==> config.mk <==
export PLATFORM = sky130hd
export DESIGN_NAME = mem_arbiter
export DESIGN_NICKNAME = d
export VERILOG_FILES = /design/src/rtl/mem_arbiter.sv
export SDC_FILE = /design/constraint.sdc
export NUM_CORES = 1
export LEC_CHECK = 0
export CORE_MARGIN = 1.5
export CORE_UTILIZATION = 23
export CTS_CLUSTER_SIZE = 14
export DETAILED_ROUTE_END_ITERATION = 10
export PLACE_DENSITY = 0.79
export REMOVE_ABC_BUFFERS = 1
export SLEW_MARGIN = 20
export SYNTH_ARGS = -nofsm -noshare
export SYNTH_HDL_FRONTEND = slang
export SYNTH_SLANG_ARGS = --single-unit
==> constraint.sdc <==
create_clock -name clk -period 1.3 [get_ports clk]
set_clock_uncertainty 0.05 [all_clocks]
set_input_delay 0.195 -clock clk [delete_from_list [all_inputs] [get_ports clk]]
set_output_delay 0.195 -clock clk [all_outputs]
set_load 0.03 [all_outputs]
==> src/rtl/mem_arbiter.sv <==
// mem_arbiter: two-master round-robin memory bus arbiter with burst cap.
// Define ARB_LOCK_EN to add m0_lock/m1_lock, which suspend the burst cap for the owner.
module mem_arbiter #(
  parameter int AW = 16,
  parameter int DW = 8,
  parameter int MAX_BURST = 4
) (
  input  logic          clk,
  input  logic          rst,
`ifdef ARB_LOCK_EN
  input  logic          m0_lock,
  input  logic          m1_lock,
`endif
  input  logic          m0_req,
  input  logic [AW-1:0] m0_addr,
  input  logic          m0_we,
  input  logic [DW-1:0] m0_wdata,
  output logic [DW-1:0] m0_rdata,
  output logic          m0_wait,
  input  logic          m1_req,
  input  logic [AW-1:0] m1_addr,
  input  logic          m1_we,
  input  logic [DW-1:0] m1_wdata,
  output logic [DW-1:0] m1_rdata,
  output logic          m1_wait,
  output logic [AW-1:0] m_addr,
  output logic          m_cs,
  output logic          m_we,
  output logic [DW-1:0] m_otdata,
  input  logic [DW-1:0] m_idata,
  input  logic          m_wait,
  output logic [1:0]    owner
);
  typedef enum logic [1:0] {IDLE = 2'b00, OWN0 = 2'b01, OWN1 = 2'b10} state_t;
  localparam logic [4:0] CAP = 5'(MAX_BURST);
  state_t state_q, state_d;
  logic last_q, last_d;
  logic [3:0] bcnt_q, bcnt_d;
  logic own, sel, sel_req, oth_req, sel_lock, at_cap;
  logic [4:0] bnext;
  assign own = state_q != IDLE;
  assign sel = state_q == OWN1;
  assign sel_req = sel ? m1_req : m0_req;
  assign oth_req = sel ? m0_req : m1_req;
`ifdef ARB_LOCK_EN
  assign sel_lock = sel ? m1_lock : m0_lock;
`else
  assign sel_lock = 1'b0;
`endif
  assign bnext = {1'b0, bcnt_q} + 5'd1;
  assign at_cap = bnext >= CAP;
  assign m_addr = own ? (sel ? m1_addr : m0_addr) : '0;
  assign m_otdata = own ? (sel ? m1_wdata : m0_wdata) : '0;
  assign m_cs = own & sel_req;
  assign m_we = m_cs & (sel ? m1_we : m0_we);
  assign m0_wait = m0_req & ~(state_q == OWN0 & ~m_wait);
  assign m1_wait = m1_req & ~(state_q == OWN1 & ~m_wait);
  // read data is a broadcast, forced to zero while reset is held
  assign m0_rdata = rst ? m_idata : '0;
  assign m1_rdata = rst ? m_idata : '0;
  assign owner = state_q;
  always_comb begin
    state_d = state_q;
    last_d = last_q;
    bcnt_d = bcnt_q;
    if (!own) begin
      if (m0_req & (~m1_req | last_q)) state_d = OWN0;
      else if (m1_req) state_d = OWN1;
    end else if (!sel_req) begin
      state_d = oth_req ? (sel ? OWN0 : OWN1) : IDLE;
      bcnt_d = '0;
    end else if (!m_wait) begin
      last_d = sel;
      if (oth_req & ~sel_lock & at_cap) begin
        state_d = sel ? OWN0 : OWN1;
        bcnt_d = '0;
      end else begin
        bcnt_d = at_cap ? CAP[3:0] : bnext[3:0];
      end
    end
  end
  always_ff @(posedge clk or negedge rst) begin
    if (!rst) begin
      state_q <= IDLE;
      last_q <= 1'b1;
      bcnt_q <= '0;
    end else begin
      state_q <= state_d;
      last_q <= last_d;
      bcnt_q <= bcnt_d;
    end
  end
endmodule

==> summary.txt <==
failing checks - negative setup slack
Post-Syn Instances - 97
Adder-Cell Fraction of Synth Area - 0.02946
drt pass-1 iters - 5
Synth Area in Simple Gates - 0.1929
crit-path max FO - 6
global routing usage on met3 - 0.02289
clock tree sinks - 7
R2R depth - 6
largest family of logic cells by synthesized area - compound AO/OA/AOI/OAI gates
Post-Layout Inst Area - 2313 µm²
multi-input logic area - 663.1 µm²
final worst path period need - 1.644 ns
Max Cap Viol - 0
CP endpoint kind - primary output
Syn Area/Cell - 8.758 µm²
Max clock buf depth - 2
Cell Rows - 21
pre-CTS setup slack - -0.2518 ns
Synth area leader - a22o_1
fraction of registers with async set/reset - 1.000
Slew Viols, Final - 0
Cell Area, Synth - 849.6 µm²
Die W - 63.78 µm
Clock Latency Late Sink - 0.23 ns
Synth Register Bits - 7
Synth Flop Type - dfrtp_1
post-synthesis xor/xnor area fraction - 0
register area - 178.9 µm²
proportion of synthesized area in mux cells - 0.01767
GR peak layer - met2
CP cell instances - nor2b_4 -> buf_12 -> clkbuf_16 -> a22o_1 -> buf_6
Area after DPL - 1893 µm²
PwrDens - 978.5 nW/µm²
LEAKAGE - 1.064 nW
gr usage total - 0.1849
family with the most delay on the worst path - buffers and inverters
CTS clock-pin slew for the worst setup and hold paths - 0.04 ns
Core Footprint - 3442 µm²
Period Utilization, post-route - 1.264
first-pass GRT wire length - 5961 µm
count leader, synth - a22o_1
largest net degree at the start of global routing - 26
Total Wirelength - 4146 µm
Fillers - 273
count of final hold-check violations - 0
vias per cell - 4.648
Yosys cell types - 32
internal reg-to-reg setup slack - -0.17 ns
Synthesis Warnings - 0
die area - 4067 µm²
Layout Nets - 287
Via Count - 1,241
fraction of layout cells with a size suffix above 1 - 0.4570
top cells by area, synth - a22o_1 26%, dfrtp_1 18%, and2_1 7.4%
Starting Density - 0.2468
Setup WS post-layout - -0.3438 ns
worst reg2reg endpoint - last_q$_DFFE_PN1P_
Worst EP arrival - 1.40 ns
critical path's slowest cell - dfrtp_1
number of diodes - 0
Yosys top cell area share - 0.2577
worst min path class - primary input to asynchronous set/reset pin
GR Util met1 - 0.2000
cell count after placement - 251
relative slew slack - 0.7708
initial antenna violation count - 0
complex-gate fraction of the synthesized area - 0.4065
fin cells - 267
initial drt markers - 28
hold buffer count at cts - 0
Final GP Congestion - 0.8083
count of flip-flops with a built-in enable after synthesis - 0
RSZ-0062 raised after global routing - true
synth-to-layout area growth - 172.3%
synth cell count leaders - 25 x a22o_1, 10 x and2_1, 8 x buf_4
die height - 63.78 µm
GR Layer Usage met2 - 0.3605
CP Buf/Inv Count - 3
Critical Path Start Type - register
fin util - 0.6721
vias in the first global route - 1,252
Routed Antenna Nets - 0
Seq/Total Area, Yosys - 0.2077
CTS Buf Count - 3
HPWL after DPL - 2803 µm
Tightest Pin Transition - 0.3437 ns
CTS tree - built
GR Overflow Total - 0
routed len/inst - 15.53 µm
WP data required - 1.05 ns
I/O Buffers - 108
DRC Markers - 0
slowest cell delay on critical path - 0.38 ns
Peak VDD IR - 0.5468 mV
reg-to-reg startpoint - owner[0]$_DFFE_PN0P_
clk root buf - clkbuf_8
Setup Crit Path Kind - register to primary output
status - finished with violations
fmax - 608.4 MHz
I/O pin count - 109
H-tree levels - 1
Finish-stage setup viols - 36
cell usage in the layout (no fill, tap or decap), types with 2 or more instances in the layout:
cell,count
buf_6,37
nand3_1,3
a22o_1,25
clkdlybuf4s50_1,60
buf_4,34
dfrtp_2,2
nand2b_1,2
nand2_4,3
a21boi_4,2
a21oi_2,3
and2_1,10
dfrtp_1,4
clkbuf_8,3
nand2_1,3
buf_12,2
nor2b_4,2
dlygate4sd2_1,2
worst reg2reg max path, stage by stage, from the launching register on:
cell	delay (ns)
dfrtp_2	0.44
nor2b_4	0.14
buf_12	0.14
a21boi_4	0.07
buf_6	0.14
nor2_4	0.11
mux2_4	0.30
cell type report:
cell class / count / share of cell area
tap: 46 / 0.02488
clock buffer: 4 / 0.01947
sequential: 7 / 0.07734
multi-input combinational: 71 / 0.2866
inverter: 3 / 0.005949
timing repair buffer: 136 / 0.5857
metal layers:
metal | routed length [µm] | up-vias
met4 | 76 | 0
met2 | 2467 | 35
met3 | 153 | 9
li1 | - | 609
met5 | 0 | -
met1 | 1449 | 588
state kept, by name (all words and copies together) (netlist names):
name / cells
bcnt_q: 4
last_q: 1
owner: 2
worst max-delay path by stage:
stage	start	endpoint	slack, ns	cells after the start
after floorplan	owner[0]$_DFFE_PN0P_	m_we	-0.85	3
after global placement	m1_req	last_q$_DFFE_PN1P_	-0.21	4
after detailed placement	bcnt_q[0]$_DFFE_PN0P_	owner[0]$_DFFE_PN0P_	-0.25	6
after CTS	owner[0]$_DFFE_PN0P_	m_addr[0]	-0.31	4
after global routing	owner[0]$_DFFE_PN0P_	m_addr[0]	-0.36	5
final	owner[1]$_DFFE_PN0P_	m_addr[2]	-0.34	5
metrics by stage:
stage	hold slack [ns]	power, mW	TNS (ns)
finish	0.1163	2.264	-8.877
global route	0.1828	2.357	-10.17
CTS	0.1469	2.090	-8.314
detailed placement	0.5246	1.582	-4.619
global placement	0.5238	1.575	-4.316
floorplan	-0.1506	0.9610	-20.28
cell families after synthesis:
group | count (synthesis)
fa+ha+maj | 2
buf+inv | 19
mux | 1
simple gates | 28
flops | 7
compound gates | 40
timing repair:
action / 4_1_cts / 5_1_grt
pin swaps: 8 / 29
setup endpoints to repair: 51 / 37
hold endpoints to repair: 0 / 0
cloned: 0 / 2
buffers inserted: 9 / 5
gates resized for setup: 49 / 20
power by group:
| part | internal [mW] | total (mW) | switching (mW) |
|---|---|---|---|
| Sequential | 0.266 | 0.316 | 0.0495 |
| Combinational | 0.857 | 1.63 | 0.776 |
| Clock | 0.213 | 0.315 | 0.102 |
| Total | 1.34 | 2.26 | 0.927 |
(Power assumes the default switching activity.)
